`src/rtl/comp_arbiter_pkg.sv`:
```
// Shared constants for the Execute-stage comparator and its arbiter:
// funct3 codes, decoded-op layout, result source tags and slot state type.
package comp_arbiter_pkg;

  localparam int XLEN         = 32;
  localparam int OPLEN        = 8;
  localparam int FUNCT3_BIT_M = 2;
  localparam int FUNCT3_BIT_L = 0;

  localparam logic [2:0] FUNCT3_BEQ  = 3'b000;
  localparam logic [2:0] FUNCT3_BNE  = 3'b001;
  localparam logic [2:0] FUNCT3_BLT  = 3'b100;
  localparam logic [2:0] FUNCT3_BGE  = 3'b101;
  localparam logic [2:0] FUNCT3_BLTU = 3'b110;
  localparam logic [2:0] FUNCT3_BGEU = 3'b111;

  localparam logic RES_SRC_BR  = 1'b0;
  localparam logic RES_SRC_SLT = 1'b1;

  typedef enum logic {
    ST_EMPTY = 1'b0,
    ST_FULL  = 1'b1
  } slot_state_e;

  // Only the funct3 field of the decoded op is populated; remaining bits stay 0.
  function automatic logic [OPLEN-1:0] build_op(input logic [2:0] funct3);
    logic [OPLEN-1:0] op;
    op = '0;
    op[FUNCT3_BIT_M:FUNCT3_BIT_L] = funct3;
    return op;
  endfunction

endpackage

```
`src/rtl/comp_arbiter_comp.sv`:
```
// Combinational branch-style comparator. Unsupported funct3 codes raise
// o_illegal and force o_result low so no undefined value leaks out.
module comp_arbiter_comp #(
  parameter int XLEN = 32
) (
  input  logic [XLEN-1:0]                     i_rs1,
  input  logic [XLEN-1:0]                     i_rs2,
  input  logic [comp_arbiter_pkg::OPLEN-1:0]  i_op,
  output logic                                o_result,
  output logic                                o_illegal
);
  import comp_arbiter_pkg::*;

  logic [2:0] w_funct3;
  logic       w_eq;
  logic       w_lt_s;
  logic       w_lt_u;

  assign w_funct3 = i_op[FUNCT3_BIT_M:FUNCT3_BIT_L];
  assign w_eq     = (i_rs1 == i_rs2);
  assign w_lt_s   = ($signed(i_rs1) < $signed(i_rs2));
  assign w_lt_u   = (i_rs1 < i_rs2);

  always_comb begin
    o_result  = 1'b0;
    o_illegal = 1'b0;
    case (w_funct3)
      FUNCT3_BEQ:  o_result = w_eq;
      FUNCT3_BNE:  o_result = !w_eq;
      FUNCT3_BLT:  o_result = w_lt_s;
      FUNCT3_BGE:  o_result = !w_lt_s;
      FUNCT3_BLTU: o_result = w_lt_u;
      FUNCT3_BGEU: o_result = !w_lt_u;
      default:     o_illegal = 1'b1;
    endcase
  end

endmodule

```
`src/rtl/comp_arbiter.sv`:
```
// Shares one comparator between the branch unit and the SLT/SLTU path.
// BR has priority with bounded SLT starvation; the 1-bit result sits in a valid/ready slot.
module comp_arbiter #(
  parameter int XLEN       = 32,
  parameter int STARVE_MAX = 3
) (
  input  logic            clk,
  input  logic            rst_n,
  input  logic            br_valid,
  output logic            br_ready,
  input  logic [XLEN-1:0] br_rs1,
  input  logic [XLEN-1:0] br_rs2,
  input  logic [2:0]      br_funct3,
  input  logic            slt_valid,
  output logic            slt_ready,
  input  logic [XLEN-1:0] slt_rs1,
  input  logic [XLEN-1:0] slt_rs2,
  input  logic            slt_unsigned,
  input  logic            flush,
  output logic            res_valid,
  input  logic            res_ready,
  output logic            res_src,
  output logic            res_value,
  output logic            res_illegal
);
  import comp_arbiter_pkg::*;

  localparam logic [3:0] STARVE_LIM = 4'(STARVE_MAX);

  slot_state_e r_state;
  logic [3:0]  r_starve_cnt;
  logic        r_res_src;
  logic        r_res_value;
  logic        r_res_illegal;

  logic                w_drain;
  logic                w_can_load;
  logic                w_starved;
  logic                w_br_grant;
  logic                w_slt_grant;
  logic                w_br_acc;
  logic                w_slt_acc;
  logic                w_accept;
  logic [XLEN-1:0]     w_rs1;
  logic [XLEN-1:0]     w_rs2;
  logic [2:0]          w_funct3;
  logic [OPLEN-1:0]    w_op;
  logic                w_comp_result;
  logic                w_comp_illegal;

  assign w_drain    = (r_state == ST_FULL) && res_ready;
  assign w_can_load = (r_state == ST_EMPTY) || w_drain;

  // SLT is forced only once BR has won STARVE_MAX times in a row while SLT waited.
  assign w_starved   = slt_valid && (r_starve_cnt == STARVE_LIM);
  assign w_br_grant  = br_valid && !flush && !w_starved;
  assign w_slt_grant = slt_valid && !w_br_grant;

  assign br_ready  = w_can_load && w_br_grant;
  assign slt_ready = w_can_load && w_slt_grant;
  assign w_br_acc  = br_valid && br_ready;
  assign w_slt_acc = slt_valid && slt_ready;
  assign w_accept  = w_br_acc || w_slt_acc;

  assign w_rs1    = w_br_grant ? br_rs1 : slt_rs1;
  assign w_rs2    = w_br_grant ? br_rs2 : slt_rs2;
  assign w_funct3 = w_br_grant ? br_funct3 : (slt_unsigned ? FUNCT3_BLTU : FUNCT3_BLT);
  assign w_op     = build_op(w_funct3);

  comp_arbiter_comp #(
    .XLEN (XLEN)
  ) u_comp (
    .i_rs1     (w_rs1),
    .i_rs2     (w_rs2),
    .i_op      (w_op),
    .o_result  (w_comp_result),
    .o_illegal (w_comp_illegal)
  );

  always_ff @(posedge clk or negedge rst_n) begin
    if (!rst_n) begin
      r_starve_cnt <= '0;
    end else if (!slt_valid || w_slt_acc) begin
      r_starve_cnt <= '0;
    end else if (w_br_acc && (r_starve_cnt != STARVE_LIM)) begin
      r_starve_cnt <= r_starve_cnt + 4'd1;
    end
  end

  always_ff @(posedge clk or negedge rst_n) begin
    if (!rst_n) begin
      r_state       <= ST_EMPTY;
      r_res_src     <= RES_SRC_BR;
      r_res_value   <= 1'b0;
      r_res_illegal <= 1'b0;
    end else begin
      case (r_state)
        ST_EMPTY: begin
          if (w_accept) begin
            r_state       <= ST_FULL;
            r_res_src     <= w_br_acc ? RES_SRC_BR : RES_SRC_SLT;
            r_res_value   <= w_br_acc ? (w_comp_result && !w_comp_illegal) : w_comp_result;
            r_res_illegal <= w_br_acc && w_comp_illegal;
          end
        end
        ST_FULL: begin
          if (w_accept) begin
            r_state       <= ST_FULL;
            r_res_src     <= w_br_acc ? RES_SRC_BR : RES_SRC_SLT;
            r_res_value   <= w_br_acc ? (w_comp_result && !w_comp_illegal) : w_comp_result;
            r_res_illegal <= w_br_acc && w_comp_illegal;
          end else if (w_drain) begin
            r_state <= ST_EMPTY;
          end else if (flush && (r_res_src == RES_SRC_BR)) begin
            // A held branch result is stale after a flush; SLT results are kept.
            r_state <= ST_EMPTY;
          end
        end
        default: r_state <= ST_EMPTY;
      endcase
    end
  end

  assign res_valid   = (r_state == ST_FULL);
  assign res_src     = r_res_src;
  assign res_value   = r_res_value;
  assign res_illegal = r_res_illegal;

endmodule

```
`config.mk`:
```
export PLATFORM = sky130hd
export DESIGN_NAME = comp_arbiter
export DESIGN_NICKNAME = d
export VERILOG_FILES = /design/src/rtl/comp_arbiter_pkg.sv /design/src/rtl/comp_arbiter_comp.sv /design/src/rtl/comp_arbiter.sv
export SDC_FILE = /design/constraint.sdc
export NUM_CORES = 1
export LEC_CHECK = 0
export BUFFER_PORTS_ARGS = -buffer_cell sky130_fd_sc_hd__buf_2
export CORE_MARGIN = 4
export CORE_UTILIZATION = 25
export DETAILED_ROUTE_END_ITERATION = 10
export GPL_TIMING_DRIVEN = 0
export SYNTH_ARGS = -nofsm -noshare
export SYNTH_HDL_FRONTEND = slang
export SYNTH_SLANG_ARGS = --single-unit
export TNS_END_PERCENT = 50
```
`constraint.sdc`:
```
create_clock -name clk -period 7.13 [get_ports clk]
set_input_delay 0.3565 -clock clk [delete_from_list [all_inputs] [get_ports clk]]
set_output_delay 0.3565 -clock clk [all_outputs]
set_load 0.02 [all_outputs]
```
* Word level (Yosys, flattened, before mapping)
Cells that the tools add are included.
Cells by class: magnitude comparators 2, $add $sub $neg 1, eq/ne operators 8, bitwise gates (word level) 2, mux-type cells 18, reduce and logical (&&, ||, !) cells 26
Operator list (count):
- $lt 32x32->1 | 2
- $mux 32 | 2
- $eq 32x32->1 | 1
- $logic_and 1x1->1 | 13
- $eq 3x3->1 const B | 4
- $mux 1 | 10
- $mux 4 | 2
- $logic_not 1->1 | 7
- $pmux 1 s6 | 1
- $reduce_or 6->1 | 1
- $add 4x1->4 const B | 1
- $eq 4x2->1 const B | 1
- $ne 4x2->1 const B | 1
- $eq 3x1->1 const B | 1
- $logic_not 3->1 | 1
- $logic_or 1x1->1 | 3
- $mux 3 | 1
- $mux 2 | 1
- $not 1->1 | 2
- $pmux 1 s2 | 1
- $reduce_bool 2->1 | 1
Storage, ports and cells: output and inout bits 6, logic and storage cells 62, input bits 138, bits in registers 8

* Longest topological paths before layout
depth in word-level cells 11, gate-level depth with buffers 12, depth with buffers taken out 10

* Hierarchy
Synthesis repeated with hierarchy kept, for this count alone.
Second synthesis, totals: cells, all modules 242, area total of the unflattened synthesis 2190.9 µm²
By module, submodules not included:
- comp_arbiter | cells each 121, times used 1, sequential area each 200.2 µm², area each 1320.0 µm²
- comp_arbiter_comp | cells each 121, times used 1, sequential area each 0.0 µm², area each 870.8 µm²

* Worst setup path after synthesis
No wires, ideal clock.
path kind register to register, from reg r_starve_cnt[0], to reg r_res_value (netlist: res_value), cell stages (with the launch flop) 13, library setup time 82 ps, clock period less this slack 3027 ps, arrival 2945 ps, path slack 4103 ps, required time 7048 ps, buffers on the path 2, path through dfrtp_1 > ha_1 > a31oi_4 > buf_2 > buf_2 > mux2i_1 > ha_1 > nand4_1 > or4_1 > nor2_1 > xor2_1 > a31oi_1 > a31oi_1
Between the ends: cells in the longest elaborated chain, start to end 11, elaborated cells on any way between the ends 31, those cells by class order compare (2); eq/ne (7); mux (6); reduce/logical (16)
Ends and longest elaborated chain:
- from (decl) | line comp_arbiter.sv:31 | logic [3:0] r_starve_cnt;
- from (signal assigned) | line comp_arbiter.sv:86 | r_starve_cnt <= r_starve_cnt + 4'd1;
- $eq 4x2->1 (*) | line comp_arbiter.sv:55 | assign w_starved = slt_valid && (r_starve_cnt == STARVE_LIM);
- $logic_and 1x1->1 (*) | line comp_arbiter.sv:55
- $logic_not 1->1 (*) | line comp_arbiter.sv:56 | assign w_br_grant = br_valid && !flush && !w_starved;
- $logic_and 1x1->1 (*) | line comp_arbiter.sv:56
- $mux 32 (on tied branches) | line comp_arbiter.sv:65, comp_arbiter.sv:66
- $lt 32x32->1 (tied with other cells) | line comp_arbiter_comp.sv:22 | assign w_lt_u = (i_rs1 < i_rs2);
- $logic_not 1->1 (on tied branches) | line comp_arbiter_comp.sv:33, comp_arbiter_comp.sv:29, comp_arbiter_comp.sv:31
- $pmux 1 s6 | line comp_arbiter_comp.sv:27 | case (w_funct3)
- $logic_and 1x1->1 | line comp_arbiter.sv:102, comp_arbiter.sv:110
- $mux 1 | line comp_arbiter.sv:102, comp_arbiter.sv:110
- $mux 1 | line comp_arbiter.sv:99, comp_arbiter.sv:107
- to (signal assigned) | line comp_arbiter.sv:102 | r_res_value <= w_br_acc ? (w_comp_result && !w_comp_illegal) : w_comp_result;
- to (signal assigned) | line comp_arbiter.sv:110 | r_res_value <= w_br_acc ? (w_comp_result && !w_comp_illegal) : w_comp_result;
- to (decl) | line comp_arbiter.sv:33 | logic r_res_value;
Every way passes the cells marked *; elsewhere a longest branch is shown, timed or not. The select of a mux whose other input is x is not followed. A chain may end at the register's enable or synchronous reset.

* Worst setup path after layout
Same ends and word-level chain as after synthesis.

==> impl_summary.md <==
Setup path
In this run the worst path has a maximum fanout of 10. In this design, the largest share of critical-path delay is due to compound AO/OA/AOI/OAI gates. The critical path contains buffers and inverters numbering 2 combined.

The slowest stage of the critical path is the sky130_fd_sc_hd__dfrtp_1 cell. For this run, the slowest stage of the critical path takes 0.40 ns. In this run the number of cells on the critical path is 12. The capturing element type of the critical path is a register. The classification of the worst setup path is reg2reg. The logic depth of the worst register-to-register path is 12. The required time of the critical path is 7.28 ns. The arrival time of the worst setup path is 3.72 ns. The critical path goes through ha_1 > a31oi_4 > buf_2 > buf_2 > mux2i_1 > ha_1 > a21oi_1 > o21ai_0 > a221oi_1 > a31oi_1 > or3b_1 > a31oi_1. STA classifies the critical path startpoint as a register.

Layout
Leaving out fill and tap cells, the most frequent cells in the layout are 151 x sky130_fd_sc_hd__buf_2, 33 x sky130_fd_sc_hd__mux2i_1, 33 x sky130_fd_sc_hd__ha_1. The number of antenna diodes is 0. The finished layout cell area is 2790 µm². The area growth from synthesis to layout is 46.9%. At the end of the flow, the number of nets in the layout was 527. For this run, the share of the core covered by cells in the final layout is 0.381.

The leading cell type in the layout, fill and taps excluded is sky130_fd_sc_hd__buf_2. Of the cells placed in the final design, the portion with a size suffix greater than 1 is 0.534.

Global routing
In the global route stage, overall resource usage came out at 0.126. For this run the aggregate overflow at the end of global routing stands at 0. The via count of the first global-routing pass is 2084. The number of antenna violations at the first check in global routing came to 0.

The largest net degree at the start of global routing is 11. The first global-routing pass estimated 9220 µm of wire.

Timing
The summed negative setup slack over all endpoints is 0 ns. Hold timing on the final database bottoms out at a slack of 0.457 ns. Setup violations remaining at the end of the flow were counted as 0.

The transition time at the pin with the least slew margin is 0.540 ns. The maximum operating frequency is 280 MHz. Setup repair after global routing left no endpoint under its margin. Setup slack on the critical path of the routed design comes to 3.56 ns. The final hold violation count was 0. The max-slew violation total from the final report was 0. The clock tree skew after final layout is 0.000919 ns. The minimum clock period after layout is 3.57 ns.

The period utilization is 0.501. The worst pin sits at a relative slew slack of 0.636.

Clock tree
After clock tree synthesis, the clock-pin slew on the worst setup and hold paths is 0.04 ns. TritonCTS built the clock tree. CTS built an H-tree with a depth of 1. The longest clock path from root to sink contains 2 buffers. CTS saw 8 sinks. The tree is rooted in a sky130_fd_sc_hd__clkbuf_8. The TritonCTS buffer count is 3. The post-CTS setup repair buffer count is 0. The later pin in the worst-skew pair is clocked with a latency of 0.23 ns.

Pwr
The net switching share of the total power is 0.357. The leakage dissipation is 1.40 nW. In this run the power density over the cells is 94.1 nW/µm². Of the total power, the clock network draws 0.206. The net switching power of the design is 0.0939 mW. The worst IR drop on VDD is 0.0361 mV. The share of total power dissipated in combinational logic is 0.595.

Of the total power, registers draw 0.199. The internal power summed over all cells is 0.169 mW.

Detailed routing
The overall via count from detail_route is 2086. The average detailed-routed wire length per instance is 13.3 µm. The total wirelength of the detailed-routed design is 6020 µm.

The DRC violations left is 0. The average vias per placed instance is 4.60. The count of TritonRoute iterations in the first routing pass is 4. The remaining antenna violation count after routing is 0.

The detailed router finished its first iteration with 26 violations.

Placement
The placer congestion estimate is 0.721. Once detailed placement completed, the half-perimeter wirelength came to 5300 µm. The instance area after placement is 2740 µm².

The count of input and output buffers is 143. OpenSTA, run right after detailed placement, puts the worst setup slack at 3.54 ns.

Die
In this run the vertical extent of the chip is 95.2 µm. The x dimension of the die is 95.2 µm. The initial core utilization is 0.259. The overall die area is 9060 µm². The boundary pin count is 144. Row generation in the floorplan step produced 31 rows.

The region available for standard cell placement spans 7330 µm².

Synthesis
Yosys printed 0 warnings. Ranked by total cell area, the synthesized netlist is headed by sky130_fd_sc_hd__ha_1 22%, sky130_fd_sc_hd__mux2_2 19%, sky130_fd_sc_hd__mux2i_1 17%. In the synthesized netlist, the number of instances is 207. The synthesized design contains 8 register bits. When the netlist entered floorplanning its net count stood at 378.

The distinct cell type count of the synthesized netlist is 35. The synthesized design spends more area on one cell type than any other, namely sky130_fd_sc_hd__ha_1. The top cell type's share of synthesized area is 0.217. The area of the mapped netlist is 1900 µm². The share of the yosys chip area belonging to registers is 0.105. In this run the mean area of a mapped cell was 9.18 µm².

Status
The flow ran to the end, and the final reports show no timing, DRC or antenna violations.

Job
The tool flagged a number of max-cap violations equal to 0.

Min path
The worst hold-check path type is in2reg. Along the worst hold path, the cell count comes to 3.
## cells by family (layout without fill, tap and decap cells)
logic type                 count (synthesis)  after routing  synth area share
DFF                                        8              8             0.105
adders and majority gates                 33             33             0.217
muxes                                     65             65             0.364
buffers and inverters                      9            156            0.0231
and+or+nand+nor                           51             51             0.148
AOI/OAI and AO/OA                         38             38             0.128
xor gates and xnor gates                   3              3            0.0138
## tightest hold or removal path, delay by kind of cell
family,cells,cell delay [ns]
simple gates,2,0.15
buf+inv,1,0.13
## area by class of cell
class	instances	area, µm²
buffer	8	40.0
clock buffer	3	41.3
fill	762	4540
inverter	1	3.75
multi-input combinational	190	1660
sequential	8	200
tap	99	124
timing repair buffer	144	726
## registers in the layout, summed over array words and instances (netlist names)
register / flops
res_illegal: 1
res_src: 1
res_valid: 1
res_value: 1
r_starve_cnt: 4
## per-layer routing
metal	vias up	global-route usage	share of wire
met2	78	0.231	0.49
met5	-	0	0
met3	2	0.00947	0.069
li1	1097	-	-
met4	0	0.0144	0.0028
met1	909	0.163	0.44
## repair_timing
item / in CTS / in global routing
hold buffers: 1 / 0
resized for setup: 0 / 0
setup endpoints to repair: 0 / 0
endpoints found under the hold margin: 8 / 0
## Yosys cell counts
master,count
sky130_fd_sc_hd__nor2_2,1
sky130_fd_sc_hd__inv_1,1
sky130_fd_sc_hd__a31oi_1,3
sky130_fd_sc_hd__xor2_1,2
sky130_fd_sc_hd__and4_1,4
sky130_fd_sc_hd__nor4b_1,1
sky130_fd_sc_hd__and2_1,1
sky130_fd_sc_hd__a21oi_1,16
sky130_fd_sc_hd__a2111o_1,1
sky130_fd_sc_hd__o2111ai_1,1
sky130_fd_sc_hd__nor2_1,8
sky130_fd_sc_hd__nand2_1,12
sky130_fd_sc_hd__a221oi_1,1
sky130_fd_sc_hd__or3b_1,1
sky130_fd_sc_hd__nand4b_1,1
sky130_fd_sc_hd__a21boi_2,1
sky130_fd_sc_hd__ha_1,33
sky130_fd_sc_hd__nand4_1,8
sky130_fd_sc_hd__nor3_1,2
sky130_fd_sc_hd__nand3_1,4
sky130_fd_sc_hd__xnor2_1,1
sky130_fd_sc_hd__nand2b_1,4
sky130_fd_sc_hd__nor2b_1,2
sky130_fd_sc_hd__or4_1,1
sky130_fd_sc_hd__buf_2,8
sky130_fd_sc_hd__mux2_2,32
sky130_fd_sc_hd__a211oi_1,1
sky130_fd_sc_hd__a21boi_0,2
sky130_fd_sc_hd__nand3b_1,1
sky130_fd_sc_hd__o2bb2ai_1,1
sky130_fd_sc_hd__dfrtp_1,8
sky130_fd_sc_hd__a31oi_4,1
sky130_fd_sc_hd__mux2i_1,33
sky130_fd_sc_hd__o21ai_0,9
sky130_fd_sc_hd__o211ai_1,1
## stage by stage
stage,cells,power (mW)
after detailed placement,449,0.210
after global placement,449,0.207
after CTS,453,0.268
after floorplan,207,0.146
final,453,0.263
after global routing,453,0.291
## final timing paths
check	from	to	slack (ns)
min in group asynchronous	rst_n	res_value$_DFFE_PN0P_	0.51
hold reg to reg	res_illegal$_DFFE_PN0P_	res_illegal$_DFFE_PN0P_	0.48
max in group asynchronous	rst_n	r_starve_cnt[2]$_DFFE_PN0P_	6.45
hold / removal	br_funct3[1]	res_illegal$_DFFE_PN0P_	0.46
setup reg to reg	r_starve_cnt[0]$_DFFE_PN0P_	res_value$_DFFE_PN0P_	3.56
setup / recovery	r_starve_cnt[0]$_DFFE_PN0P_	res_value$_DFFE_PN0P_	3.56
## power by group through the flow
| stage | registers, mW | logic [mW] | clock network, mW |
|---|---|---|---|
| floorplan | 0.0570 | 0.0887 | 0 |
| global placement | 0.0527 | 0.154 | 0 |
| detailed placement | 0.0529 | 0.157 | 0 |
| CTS | 0.0523 | 0.159 | 0.0569 |
| global route | 0.0529 | 0.180 | 0.0585 |
| finish | 0.0522 | 0.156 | 0.0541 |
Power figures use the tool's default switching activity.
